**src/rtl/keypad_scan_pkg.sv**
```systemverilog
// Shared keypad definitions: key codes, matrix dimensions and the
// (row, col) to key-code map used by the scanner.
package keypad_pkg;

   localparam int NUM_ROWS = 4;
   localparam int NUM_COLS = 3;
   localparam int NUM_KEYS = 12;

   typedef enum logic [3:0] {
      KEY_0    = 4'd0,
      KEY_1    = 4'd1,
      KEY_2    = 4'd2,
      KEY_3    = 4'd3,
      KEY_4    = 4'd4,
      KEY_5    = 4'd5,
      KEY_6    = 4'd6,
      KEY_7    = 4'd7,
      KEY_8    = 4'd8,
      KEY_9    = 4'd9,
      KEY_STAR = 4'd10,
      KEY_HASH = 4'd11
   } key_code_e;

   // Rows 0..2 are the digit block 1..9; row 3 is '*', '0', '#'.
   function automatic logic [3:0] key_at(input int row, input int col);
      logic [3:0] code;
      if (row < 3) begin
         code = 4'(row * NUM_COLS + col + 1);
      end else begin
         case (col)
            0:       code = KEY_STAR;
            1:       code = KEY_0;
            default: code = KEY_HASH;
         endcase
      end
      return code;
   endfunction

endpackage

```
**src/rtl/keypad_scan_if.sv**
```systemverilog
// Keypad-side and event-side signals of the scanner, bundled for the top port.
interface keypad_scan_if;
   import keypad_pkg::*;

   // key_valid is a one-cycle event that qualifies key_code; there is no
   // ready: the consumer must take it in that cycle. key_code holds between events.
   logic [NUM_ROWS-1:0] rows_n;
   logic [NUM_COLS-1:0] col_out;
   logic [NUM_KEYS-1:0] keys;
   logic                key0;
   logic                key8;
   logic                key_star;
   logic                key_valid;
   logic [3:0]          key_code;
   logic [1:0]          col_idx;

   modport slave (
      input  rows_n,
      output col_out, keys, key0, key8, key_star, key_valid, key_code, col_idx
   );

   modport master (
      output rows_n,
      input  col_out, keys, key0, key8, key_star, key_valid, key_code, col_idx
   );

endinterface

```
**src/rtl/keypad_scan_debounce.sv**
```systemverilog
// Per-key debounce cell: the stable level flips only after DEBOUNCE_SCANS
// consecutive evaluations that disagree with it.
module key_debounce #(
   parameter int DEBOUNCE_SCANS = 4
) (
   input  logic clk,
   input  logic rst,
   input  logic eval,
   input  logic raw,
   output logic stable,
   output logic rise
);

   logic [2:0] r_count;
   logic       r_stable;
   logic       w_differ;
   logic       w_flip;

   assign w_differ = (raw != r_stable);
   // Compare one bit wider so the count never has to hold DEBOUNCE_SCANS itself.
   assign w_flip   = eval && w_differ && (({1'b0, r_count} + 4'd1) == 4'(DEBOUNCE_SCANS));

   always_ff @(posedge clk) begin
      if (rst) begin
         r_count  <= 3'd0;
         r_stable <= 1'b0;
      end else if (eval) begin
         if (w_flip) begin
            r_stable <= ~r_stable;
            r_count  <= 3'd0;
         end else if (w_differ) begin
            r_count  <= r_count + 3'd1;
         end else begin
            r_count  <= 3'd0;
         end
      end
   end

   assign stable = r_stable;
   assign rise   = w_flip && !r_stable;

endmodule

```
**src/rtl/keypad_scan.sv**
```systemverilog
// 4x3 matrix keypad scanner: column sequencer, row synchronizer, raw press
// image, 12 debounce cells and a lowest-code new-press reporter.
module keypad_scan
   import keypad_pkg::*;
#(
   parameter logic [15:0] SCAN_PERIOD    = 16'd500,
   parameter int          DEBOUNCE_SCANS = 4
) (
   input  logic          clk,
   input  logic          rst,
   keypad_scan_if.slave  kp
);

   logic [NUM_ROWS-1:0] r_sync1;
   logic [NUM_ROWS-1:0] r_sync2;
   logic [15:0]         r_dwell;
   logic [1:0]          r_col_idx;
   logic [NUM_COLS-1:0] r_col_out;
   logic [NUM_KEYS-1:0] r_raw;
   logic                r_eval;
   logic                r_key_valid;
   logic [3:0]          r_key_code;

   logic                w_tc;
   logic [1:0]          w_col_next;
   logic [NUM_KEYS-1:0] w_raw_next;
   logic [NUM_KEYS-1:0] w_stable;
   logic [NUM_KEYS-1:0] w_rise;
   logic [3:0]          w_low_code;
   logic                w_any_rise;

   assign w_tc       = (r_dwell == SCAN_PERIOD - 16'd1);
   assign w_col_next = (r_col_idx == 2'd2) ? 2'd0 : r_col_idx + 2'd1;
   assign w_any_rise = |w_rise;

   // Capture the driven column's rows at the end of its dwell; row low = pressed.
   always_comb begin
      w_raw_next = r_raw;
      if (w_tc) begin
         for (int r = 0; r < NUM_ROWS; r++) begin
            for (int c = 0; c < NUM_COLS; c++) begin
               if (r_col_idx == 2'(c)) begin
                  w_raw_next[key_at(r, c)] = ~r_sync2[r];
               end
            end
         end
      end
   end

   always_comb begin
      w_low_code = 4'd0;
      for (int i = NUM_KEYS - 1; i >= 0; i--) begin
         if (w_rise[i]) begin
            w_low_code = 4'(i);
         end
      end
   end

   always_ff @(posedge clk) begin
      if (rst) begin
         r_sync1     <= 4'b1111;
         r_sync2     <= 4'b1111;
         r_dwell     <= 16'd0;
         r_col_idx   <= 2'd0;
         r_col_out   <= 3'b110;
         r_raw       <= '0;
         r_eval      <= 1'b0;
         r_key_valid <= 1'b0;
         r_key_code  <= 4'd0;
      end else begin
         r_sync1     <= kp.rows_n;
         r_sync2     <= r_sync1;
         r_dwell     <= w_tc ? 16'd0 : r_dwell + 16'd1;
         if (w_tc) begin
            r_col_idx <= w_col_next;
            r_col_out <= ~(3'b001 << w_col_next);
         end
         r_raw       <= w_raw_next;
         // Round ends with column 2's capture; debounce runs on the next cycle.
         r_eval      <= w_tc && (r_col_idx == 2'd2);
         r_key_valid <= w_any_rise;
         if (w_any_rise) begin
            r_key_code <= w_low_code;
         end
      end
   end

   for (genvar g = 0; g < NUM_KEYS; g++) begin : g_key
      key_debounce #(
         .DEBOUNCE_SCANS (DEBOUNCE_SCANS)
      ) u_debounce (
         .clk    (clk),
         .rst    (rst),
         .eval   (r_eval),
         .raw    (r_raw[g]),
         .stable (w_stable[g]),
         .rise   (w_rise[g])
      );
   end

   assign kp.col_out   = r_col_out;
   assign kp.col_idx   = r_col_idx;
   assign kp.keys      = w_stable;
   assign kp.key0      = w_stable[KEY_0];
   assign kp.key8      = w_stable[KEY_8];
   assign kp.key_star  = w_stable[KEY_STAR];
   assign kp.key_valid = r_key_valid;
   assign kp.key_code  = r_key_code;

endmodule

```
**src/flat_wrapper.sv**
```systemverilog
// flat-port wrapper written by rule: the top's interface ports become plain ports
module keypad_scan_flat import keypad_pkg::*;
#(
   parameter logic [15:0] SCAN_PERIOD    = 16'd500,
   parameter int          DEBOUNCE_SCANS = 4
)
  (clk, rst, kp_rows_n, kp_col_out, kp_keys, kp_key0, kp_key8, kp_key_star, kp_key_valid, kp_key_code, kp_col_idx);
  keypad_scan_if kp_i ();
  input  logic clk;
  input  logic rst;
  input wire logic [$bits(kp_i.rows_n)-1:0] kp_rows_n;
  output wire logic [$bits(kp_i.col_out)-1:0] kp_col_out;
  output wire logic [$bits(kp_i.keys)-1:0] kp_keys;
  output wire logic [$bits(kp_i.key0)-1:0] kp_key0;
  output wire logic [$bits(kp_i.key8)-1:0] kp_key8;
  output wire logic [$bits(kp_i.key_star)-1:0] kp_key_star;
  output wire logic [$bits(kp_i.key_valid)-1:0] kp_key_valid;
  output wire logic [$bits(kp_i.key_code)-1:0] kp_key_code;
  output wire logic [$bits(kp_i.col_idx)-1:0] kp_col_idx;
  assign kp_i.rows_n = kp_rows_n;
  assign kp_col_out = kp_i.col_out;
  assign kp_keys = kp_i.keys;
  assign kp_key0 = kp_i.key0;
  assign kp_key8 = kp_i.key8;
  assign kp_key_star = kp_i.key_star;
  assign kp_key_valid = kp_i.key_valid;
  assign kp_key_code = kp_i.key_code;
  assign kp_col_idx = kp_i.col_idx;
  keypad_scan #(.SCAN_PERIOD(SCAN_PERIOD), .DEBOUNCE_SCANS(DEBOUNCE_SCANS)) u_core (.clk(clk), .rst(rst), .kp(kp_i));
endmodule
```
**config.mk**
```make
export PLATFORM = sky130hd
export DESIGN_NAME = keypad_scan_flat
export DESIGN_NICKNAME = d
export VERILOG_FILES = /design/src/rtl/keypad_scan_pkg.sv /design/src/rtl/keypad_scan_if.sv /design/src/rtl/keypad_scan_debounce.sv /design/src/rtl/keypad_scan.sv /design/src/flat_wrapper.sv
export SDC_FILE = /design/constraint.sdc
export NUM_CORES = 1
export LEC_CHECK = 0
export BUFFER_PORTS_ARGS = -buffer_cell sky130_fd_sc_hd__buf_2
export CORE_MARGIN = 8
export CORE_UTILIZATION = 45
export CTS_CLUSTER_SIZE = 28
export DETAILED_ROUTE_END_ITERATION = 10
export GPL_TIMING_DRIVEN = 1
export HOLD_SLACK_MARGIN = 0.06
export PLACE_DENSITY = 0.63
export SLEW_MARGIN = 30
export SYNTH_ARGS = -nofsm -noshare
export SYNTH_HDL_FRONTEND = slang
export SYNTH_SLANG_ARGS = --single-unit
```
**constraint.sdc**
```tcl
create_clock -name clk -period 2.6 [get_ports clk]
set_input_delay 0.26 -clock clk [delete_from_list [all_inputs] [get_ports clk]]
set_output_delay 0.26 -clock clk [all_outputs]
set_load 0.02 [all_outputs]
```
# Word-level counts from Yosys, hierarchy flattened
# Index checks and enable logic that the tools add are counted.
# op_classes
eq_ne	27
mux	120
bitwise_logic	17
shifts	1
reduce_logical	76
order_cmp	24
addsub	26
# ops
op	n
12-bit 2-to-1 mux	23
12-bit bitwise mux	12
4-bit 2-to-1 mux	36
3-bit 2-to-1 mux	24
4-bit by 5-bit less-than comparator with 1-bit output (second input constant)	12
1-bit logical AND	49
3-bit by 1-bit adder with 4-bit output (second input constant)	12
1-bit demux with 4-bit select	12
4-bit by 3-bit == test with 1-bit output (second input constant)	12
4-bit by 1-bit >= comparator with 1-bit output (second input constant)	12
3-bit by 1-bit adder with 3-bit output (second input constant)	12
2-bit AND reduction	12
16-bit by 1-bit adder with 16-bit output (second input constant)	1
16-bit by 9-bit == test with 1-bit output (second input constant)	1
1-bit inverter	16
1-bit logical NOT	12
1-bit 2-to-1 mux	12
1-bit != test	12
12-bit OR reduction	1
3-bit inverter	1
1-bit by 2-bit << shifter with 3-bit output (first input constant)	1
2-bit by 1-bit adder with 2-bit output (second input constant)	1
2-bit by 1-bit == test with 1-bit output (second input constant)	1
2-bit == test (second input constant)	1
other kinds (3)	3
# totals
word_cells	324
input_bits	6
out_inout_bits	25
register_bits	95

# Logic depth before layout (Yosys ltp)
# Gate-level depths: netlist of the first run.
# logic_depth
depth_word	42
ltp_mapped	8
ltp_nobuf	7

# Modules after synthesis
# A second synthesis of the first run with hierarchy kept.
# hier_totals
hier_cells	404
area_unflattened_um2	4249.1
# modules_own_cells
module	area_per_inst_um2	instances	cells_each	seq_area_each_um2
key_debounce	190.2	12	17	80.1
keypad_scan	1966.9	1	200	940.9

# Least setup slack after synthesis of the first run
# Ideal clock, no wire load.
# synth_timing
path_type	reg2reg
start	reg u_core.g_key[2].u_debounce.r_count[0]
end	reg u_core.r_key_code[1], in the netlist u_core.kp.key_code[1]
required_ps	2483
path_buffers	0
path_stages_with_launch	8
arrival_ps	1759
setup_ps	117
period_less_slack_ps	1876
setup_slack_ps	724
cell_sequence	dfxtp_1 ha_1 and2b_1 a21oi_1 or4b_1 o21a_1 and4_4 a32o_1
# synth_via
elab_chain_len	7
word_cells_on_any_way	8
cone_classes	1 x add/sub; 1 x eq/ne; 3 x mux; 3 x reduce/logical
# synth_rtl
item	line	source
from (decl)	keypad_scan_debounce.sv:14	logic [2:0] r_count;
from (signal assigned)	keypad_scan_debounce.sv:32	r_count <= r_count + 3'd1;
3-bit by 1-bit adder with 4-bit output (*)	keypad_scan_debounce.sv:21	assign w_flip = eval && w_differ && (({1'b0, r_count} + 4'd1) == 4'(DEBOUNCE_SCANS));
4-bit by 3-bit == test with 1-bit output (*)	keypad_scan_debounce.sv:21	
1-bit logical AND (*)	keypad_scan_debounce.sv:21	
1-bit logical AND (*)	keypad_scan_debounce.sv:40	assign rise = w_flip && !r_stable;
4-bit 2-to-1 mux (3 in a row)	keypad_scan.sv:53	if (w_rise[i]) begin
to (signal assigned)	keypad_scan.sv:83	r_key_code <= w_low_code;
to (decl)	keypad_scan.sv:22	logic [3:0] r_key_code;
# Every way passes the cells marked *; elsewhere a longest branch is shown, timed or not.
# A chain may end at the register's enable or synchronous reset.

# Final worst setup path of the first run
# layout_timing
start	reg u_core.g_key[1].u_debounce.r_count[0]
end	reg u_core.r_key_code[1], in the netlist u_core.kp.key_code[1]
# layout_via
elab_chain_len	6
word_cells_on_any_way	7
cone_classes	1 x add/sub; 1 x eq/ne; 2 x mux; 3 x reduce/logical
# layout_rtl
item	line
from (decl)	keypad_scan_debounce.sv:14
from (signal assigned)	keypad_scan_debounce.sv:32
3-bit by 1-bit adder with 4-bit output (*)	keypad_scan_debounce.sv:21
4-bit by 3-bit == test with 1-bit output (*)	keypad_scan_debounce.sv:21
1-bit logical AND (*)	keypad_scan_debounce.sv:21
1-bit logical AND (*)	keypad_scan_debounce.sv:40
4-bit 2-to-1 mux (2 in a row)	keypad_scan.sv:53
# Marked as above.

==> results.cfg, run 1 <==
[power_and_ir_drop]
p_leak_uw = 0.00194
ir_drop_uv = 373
p_per_area_nw_per_um2 = 534

[drt]
drtAntennaViolNets = 0
firstDrtPassIters = 4
drtIter0Drc = 183
wl_per_cell_um = 13.4
post-route-drc-count = 0
vias = 3322
routed_wl_um = 8640
viasPerCell = 5.15

[sta]
worstMarginPinSlew_ns = 0.654
fin_tns_setup_ns = 0
hold_ws_ns = 0.0800
post-route-min-period_ns = 2.14
max_freq_mhz = 466
slew-limit-headroom = 0.558
hold_viol_final = 0
skew_ns = 0.0134
post-route-period-util = 0.825
setup_ws_ns = 0.456
slew_violations = 0
rsz0062_at_grt = false
setup_violations = 0

[job]
maxCapViolations = 0

[final_layout]
drive_above_1_share = 0.150
final_cells = 645
nNetsFinal = 529
num_antenna_cells = 0
syn_to_final_growth_pct = 9.46
fin_util = 0.497

[placed_design]
dp_cells = 628
hpwl_um = 6240
dpl_worst_slack_ns = 0.488
port_buffers = 30
place_congestion = 0.808

[critical_path]
crit_type = register to register
crit_path_start_kind = register
cp-end-kind = register
path_max_fanout = 5
cp_top_family = simple AND/OR/NAND/NOR gates
crit_path_max_incr_delay_ns = 0.60
cp_data_required_time_ns = 2.85
path_cells = ha_1, nor2b_1, a21oi_1, nor4b_1, nor2_1, and4_4, a32o_1
crit_arrival_ns = 2.40
cp_num_buf_inv = 0
slowest_stage = nor4b_1

[logic_synthesis]
yosysMostFrequentCell = dfxtp_1
synth-edff-count = 0
synth_ff_type = dfxtp_1
yosysUniqueCellTypes = 55
synth_nets = 510
yosys_warnings = 0
synth_top_area_share = 0.439
synth_seq_area_share = 0.439
synth_cells = 488
async_reset_ff_frac = 0
avgSynthCellArea_sq_um = 8.89
yosys-top-cells-count = dfxtp_1, nor2_1, a21oi_1
netlist_area_sq_um = 4340
synth.area.top_cells = dfxtp_1, nor2_1, xor2_1, ha_1, a21oi_1
yosysTopAreaCell = dfxtp_1
ys_ff_latch = 95

[min_path]
holdCritPathClass = input port to register

[global_route]
grt_max_degree = 35
grt_pass1_wl_um = 15100
overflow = 0
grtUsageTotal = 0.141
grt_pass1_vias = 3306
antenna_found_initial = 0

[clocking]
clock_sinks = 95
cts-resized-gates = 0
cts_max_level = 3
clockBufferDepth = 2
clk_pin_slew_worst_paths_ns = 0.10
clockRootBuffer = clkbuf_8
cts_tree = yes
cts_buffers = 9
clkLatencyLatePin_ns = 0.36

[floorplan]
die_h_um = 114
rows = 36
core_area_sq_um = 9550
dieArea_sq_um = 13000
die_width_um = 114
initial_utilization = 0.454
ios = 31

[run_status]
outcome = completed
[layout make-up]
type	count	area (sq um)
Fill cell	956	4800
Multi-Input combinational cell	347	2200
Sequential cell	95	1900
Timing Repair Buffer	38	213
Tap cell	133	166
Clock buffer	9	124
Clock inverter	7	86.3
Inverter	16	60.1
[path summary, 6_finish.rpt]
kind              cells after the start               endpoint  slack, ns                                  start
hold reg to reg                       1      u_core.r_sync2[0]       0.42                      u_core.r_sync1[0]
setup / recovery                      7  u_core.kp.key_code[1]       0.46  u_core.g_key[1].u_debounce.r_count[0]
setup reg to reg                      7  u_core.kp.key_code[1]       0.46  u_core.g_key[1].u_debounce.r_count[0]
hold / removal                        2      u_core.r_sync1[1]       0.08                           kp_rows_n[1]
[cells by family after synthesis]
family / synth area share
AO/OA/AOI/OAI: 0.116
XOR/XNOR: 0.0525
adder cells (fa/ha/maj): 0.0462
buffers and inverters: 0.0551
flip-flops: 0.439
multiplexers: 0.0231
AND/OR/NAND/NOR: 0.269
[metrics by stage]
step,cell area (sq um),total power (uW)
floorplan,4340,1530
global placement,4530,1550
detailed placement,4530,1550
CTS,4740,2570
global route,4750,2640
finish,4750,2530
[cells in the final DEF, fill, tap and decap left out, types with 15 or more instances in the layout]
master,synthesis,final
a21oi_1,35,35
buf_2,2,30
dfxtp_1,95,95
ha_1,16,16
inv_1,15,15
nand2_1,32,32
nand3_1,17,17
nor2_1,69,69
o21ai_0,20,20
xor2_1,24,24
[metal layers]
layer | global-route usage | vias up | part of all wire
met5 | 0 | - | 0
met4 | 0.0373 | 0 | 0.011
met3 | 0.0364 | 9 | 0.034
met2 | 0.245 | 37 | 0.48
met1 | 0.167 | 1569 | 0.48
li1 | - | 1707 | -
[power breakdown]
group | leakage [uW] | internal (uW) | switching (uW)
clock network | 0.000104 | 467 | 551
logic | 0.00107 | 16.1 | 30.2
registers | 0.000767 | 1460 | 7.31
[sequential cells by signal, indices dropped and copies added, names as in the netlist, 3 cells and up]
signal,count
u_core.r_raw,12
u_core.g_key.u_debounce.r_count,36
u_core.kp.key_code,4
u_core.g_key.u_debounce.stable,12
u_core.kp.col_out,3
u_core.r_dwell,16
u_core.r_sync2,4
u_core.r_sync1,4
[repair_timing]
item                                    4_1_cts  5_1_grt
endpoints found under the setup margin        0        0
hold buffers                                  0        1
setup buffers                                 0        0
endpoints found under the hold margin         0        1
Note: power is estimated with default switching activity, not from simulation.
==> run 2, diff against run 1 <==
ABC_AREA = 1   (was unset)
clock period = 2.1 ns   (was 2.6 ns; I/O delays follow)
==> results.cfg, run 2 <==
[logic_synthesis]
synth-edff-count = 0
yosys-top-cells-count = nand2_1, dfxtp_1, inv_1
yosysTopAreaCell = dfxtp_1
synth.area.top_cells = dfxtp_1, nand2_1, a21oi_1, ha_1, inv_1
synth_top_area_share = 0.449
yosys_warnings = 0
avgSynthCellArea_sq_um = 8.04
synth_ff_type = dfxtp_1
synth_nets = 549
ys_ff_latch = 95
async_reset_ff_frac = 0
yosysUniqueCellTypes = 34
synth_seq_area_share = 0.449
netlist_area_sq_um = 4240
yosysMostFrequentCell = nand2_1
synth_cells = 527

[critical_path]
crit_type = register to register
path_max_fanout = 8
slowest_stage = dfxtp_1
rr_startpoint = u_core.r_dwell[0]
cp-end-kind = register
path_common_cell = inv_1
r2r_end = u_core.r_raw[6]
r2r_slack_ns = 0.25
cp_data_required_time_ns = 2.36
crit_path_max_incr_delay_ns = 0.39
cp_num_buf_inv = 2
crit_arrival_ns = 2.11
cp_top_family = simple AND/OR/NAND/NOR gates
crit_path_start_kind = register
r2r_cells = 9
path_cells = ha_1, inv_1, or2_1, nor3_2, and2_4, nand2_1, inv_1, a21oi_1, o21a_1

[run_status]
outcome = completed

[min_path]
holdCritPathClass = input port to register
min_to = u_core.r_dwell[7]
min_from = rst
whs_path_depth = 4

[job]
maxCapViolations = 0

[power_and_ir_drop]
p_leak_uw = 0.00189
p_switching_uw = 703
pwr-share-seq = 0.588
ir_drop_uv = 345
internal_power_uw = 2390
p_comb_frac = 0.021
p_per_area_nw_per_um2 = 664
switching_share = 0.227
clkPwrFrac = 0.391

[final_layout]
nNetsFinal = 572
top_register = u_core.g_key.u_debounce.r_count
largest_register_ffs = 36
fillers = 889
syn_to_final_growth_pct = 10.1
drive_above_1_share = 0.141
final_cell_mix = nand2_1, dfxtp_1, inv_1
top_regs = u_core.g_key.u_debounce.r_count x36, u_core.r_dwell x16
final_cells = 666
num_antenna_cells = 0
final_common_cell = nand2_1

[sta]
slew_violations = 0
post-route-period-util = 0.879
hold_viol_final = 0
skew_ns = 0.0159
rsz0062_at_grt = false
worstMarginPinSlew_ns = 0.385
slew-limit-headroom = 0.743
max_freq_mhz = 542
post-route-min-period_ns = 1.85
fin_tns_setup_ns = 0
setup_violations = 0

[clocking]
clockRootBuffer = clkbuf_8
clk_pin_slew_worst_paths_ns = 0.10
clock_sinks = 95
post_cts_buffers = 0
cts_max_level = 3
clockBufferDepth = 2
clkLatencyLatePin_ns = 0.37
cts_buffers = 9
cts_tree = yes

[drt]
vias = 3398
drtIter0Drc = 157
drtAntennaViolNets = 0
wl_per_cell_um = 12.5
viasPerCell = 5.10
post-route-drc-count = 0
firstDrtPassIters = 4
routed_wl_um = 8290

[placed_design]
hpwl_um = 5990
place_congestion = 0.799
dp_cells = 646
port_buffers = 30

[global_route]
overflow = 0
grtUsageTotal = 0.142
grt_pass1_wl_um = 15100
grt_pass1_vias = 3219
grt_max_degree = 47
antenna_found_initial = 0

[floorplan]
ios = 31
dieArea_sq_um = 12800
die_h_um = 113
core_area_sq_um = 9200
initial_utilization = 0.461
rows = 35
die_width_um = 113
-- run 2: changes by cell type in the layout (fill, tap and decap cells not counted), moves of 12 or more --
cell	delta
nor2b_1	-13
a21oi_1	+15
inv_1	+38
nor2_1	-26
xor2_1	-16
a31oi_1	+13
nand2_1	+67
a211oi_1	+12
nand2b_1	-12
-- run 2: layout make-up --
class	instances	area (sq um)	area share
Clock buffer	10	128	0.0274
Timing Repair Buffer	40	248	0.0531
Inverter	54	206	0.0443
Sequential cell	95	1900	0.408
Tap cell	111	139	0.0298
Clock inverter	6	68.8	0.0148
Multi-Input combinational cell	350	1970	0.423
-- run 2: timing repair --
action	in CTS	in global routing
endpoints found under the setup margin	0	1
resized for setup	0	1
hold buffers	4	0
hold endpoints to repair	4	0
-- run 2: worst max path at each step --
stage / startpoint / endpoint / cells after the start
6_report: u_core.r_dwell[0] / u_core.r_raw[6] / 9
4_1_cts: u_core.r_dwell[0] / u_core.r_raw[6] / 9
3_5_place_dp: u_core.r_dwell[0] / u_core.r_raw[6] / 9
5_1_grt: u_core.r_eval / u_core.kp.key_code[0] / 15
3_3_place_gp: u_core.r_dwell[0] / u_core.r_raw[6] / 9
2_1_floorplan: u_core.r_dwell[0] / u_core.r_dwell[9] / 9
-- run 2: metal layers --
metal  vias to the layer above  part of all wire  global-route usage  routed length (um)
li1                       1789                 -                   -                   -
met5                         -                 0                   0                   0
met1                      1556              0.51               0.184                4260
met4                         0             0.015              0.0560                 122
met3                        13             0.032              0.0309                 262
met2                        40              0.44               0.225                3650
-- run 2: worst register-to-register path: stages (launching register included) --
cell and delay, ns:
dfxtp_1 0.39, ha_1 0.16, inv_1 0.05, or2_1 0.25
nor3_2 0.17, and2_4 0.19, nand2_1 0.09, inv_1 0.21
a21oi_1 0.11, o21a_1 0.12
-- run 2: metrics by stage --
stage / util / hold WS, ns / setup WS [ns] / cell area [sq um] / power, uW
after global routing: 0.507 / 0.163 / 0.0204 / 4660 / 3220
after CTS: 0.507 / 0.146 / 0.256 / 4660 / 3130
after detailed placement: 0.481 / 0.394 / 0.296 / 4420 / 1920
after floorplan: - / 0.314 / 0.477 / 4240 / 1900
final: 0.507 / 0.155 / 0.254 / 4660 / 3100
after global placement: 0.481 / 0.392 / 0.311 / 4420 / 1920
-- run 2: power groups by stage --
stage                     clock, uW  sequential [uW]  combinational (uW)
after global placement            0             1860                59.4
after CTS                      1240             1820                65.6
after global routing           1330             1820                73.7
after floorplan                   0             1860                42.2
final                          1210             1820                64.7
after detailed placement          0             1860                59.7
-- run 2: cells by family (layout without fill, tap and decap cells) --
family,after synthesis,count (layout),share of synthesized area
AO/OA/AOI/OAI,107,107,0.148
XOR/XNOR,17,17,0.0352
adder cells (fa/ha/maj),16,16,0.0473
buffers and inverters,82,110,0.0851
flip-flops,95,95,0.449
AND/OR/NAND/NOR,210,210,0.235
==> run 3, diff against run 2 <==
HOLD_SLACK_MARGIN = unset   (was 0.06)
PLACE_DENSITY = unset   (was 0.63)
==> results.cfg, run 3 (synthesis results as in run 2) <==
[clocking]
clockBufferDepth = 2
post_cts_buffers = 0
clkLatencyLatePin_ns = 0.35
clk_pin_slew_worst_paths_ns = 0.10
clockRootBuffer = clkbuf_8
cts_hold_buf = 0
cts_max_level = 3
cts-resized-gates = 0
cts_tree = yes
clock_sinks = 95
cts_buffers = 9

[final_layout]
top_register = u_core.g_key.u_debounce.r_count
largest_register_ffs = 36
final_common_cell = nand2_1
final_cell_mix = nand2_1, dfxtp_1, inv_1
num_antenna_cells = 0
design_area_sq_um = 4620
top_regs = u_core.g_key.u_debounce.r_count x36, u_core.r_dwell x16
nNetsFinal = 569
final_cells = 662
syn_to_final_growth_pct = 8.98
fillers = 908
drive_above_1_share = 0.140

[global_route]
grtUsageTotal = 0.135
grt_pass1_vias = 3099
grt_max_degree = 49
overflow = 0
antenna_found_initial = 0
grt_pass1_wl_um = 14200

[drt]
firstDrtPassIters = 4
drtAntennaViolNets = 0
vias = 3346
post-route-drc-count = 0
viasPerCell = 5.05
wl_per_cell_um = 12.3
drtIter0Drc = 230
routed_wl_um = 8160

[placed_design]
hpwl_um = 5940
dp_cells = 647
place_area_sq_um = 4420
port_buffers = 30
place_congestion = 0.792

[sta]
setup_violations = 0
worstMarginPinSlew_ns = 0.501
slew_violations = 0
post-route-period-util = 0.861
hold_ws_ns = 0.0379
fin_tns_setup_ns = 0
hold_viol_final = 0
rsz0062_at_grt = false
slew-limit-headroom = 0.666
max_freq_mhz = 553
post-route-min-period_ns = 1.81
skew_ns = 0.0159

[floorplan]
ios = 31
initial_utilization = 0.461
dieArea_sq_um = 12800
rows = 35
die_h_um = 113
die_width_um = 113
core_area_sq_um = 9200

[min_path]
holdCritPathClass = input port to register

[critical_path]
cp_data_required_time_ns = 2.35
crit_arrival_ns = 2.06
path_max_fanout = 8
crit_type = register to register
path_common_cell = inv_1
crit_path_max_incr_delay_ns = 0.39
crit_path_start_kind = register
path_cells = ha_1, inv_1, or2_1, nor3_2, and2_4, nand2_1, inv_1, a21oi_1, o21a_1
cp-end-kind = register
slowest_stage = dfxtp_1

[power_and_ir_drop]
p_leak_uw = 0.00187
ir_drop_uv = 344
p_per_area_nw_per_um2 = 670
p_total_uw = 3090

[job]
maxCapViolations = 0

[run_status]
outcome = completed
-- run 3: cell type report --
cell class | count | area [sq um] | area share
timing repair buffer | 37 | 203 | 0.0439
clock inverter | 4 | 55.1 | 0.0119
inverter | 54 | 203 | 0.0439
tap | 111 | 139 | 0.0301
multi-input combinational | 350 | 1970 | 0.427
sequential | 95 | 1900 | 0.412
clock buffer | 11 | 141 | 0.0306
-- run 3: per-layer routing --
layer / track usage / vias to the layer above / wire [um]
met5: 0 / - / 0
met4: 0.0515 / 0 / 70
met3: 0.0346 / 5 / 308
met2: 0.202 / 43 / 3440
met1: 0.183 / 1514 / 4330
li1: - / 1784 / -
-- run 3: worst paths after layout --
path,from,endpoint,slack (ns),cells past startpoint
worst min-delay path,kp_rows_n[1],u_core.r_sync1[1],0.04,2
worst max-delay path,u_core.r_dwell[0],u_core.r_raw[3],0.29,9
worst min register to register,u_core.r_sync1[2],u_core.r_sync2[2],0.42,1
worst max register to register,u_core.r_dwell[0],u_core.r_raw[3],0.29,9
-- run 3: power by group --
group | internal, uW | total (uW) | switching, uW
clock | 585 | 1220 | 632
sequential | 1810 | 1820 | 7.69
combinational | 18.5 | 58.0 | 39.5
total | 2410 | 3090 | 679
-- run 3: critical path: cells and delay by family (launching register included) --
family,cells,cell delay [ns]
adder cells (fa/ha/maj),1,0.16
AND/OR/NAND/NOR,4,0.65
AO/OA/AOI/OAI,2,0.24
buffers and inverters,2,0.25
flip-flops,1,0.39
-- run 3: metrics by stage --
step | setup slack, ns | util
finish | 0.292 | 0.502
global route | 0.0660 | 0.502
CTS | 0.293 | 0.502
detailed placement | 0.318 | 0.481
global placement | 0.400 | 0.481
floorplan | 0.477 | -
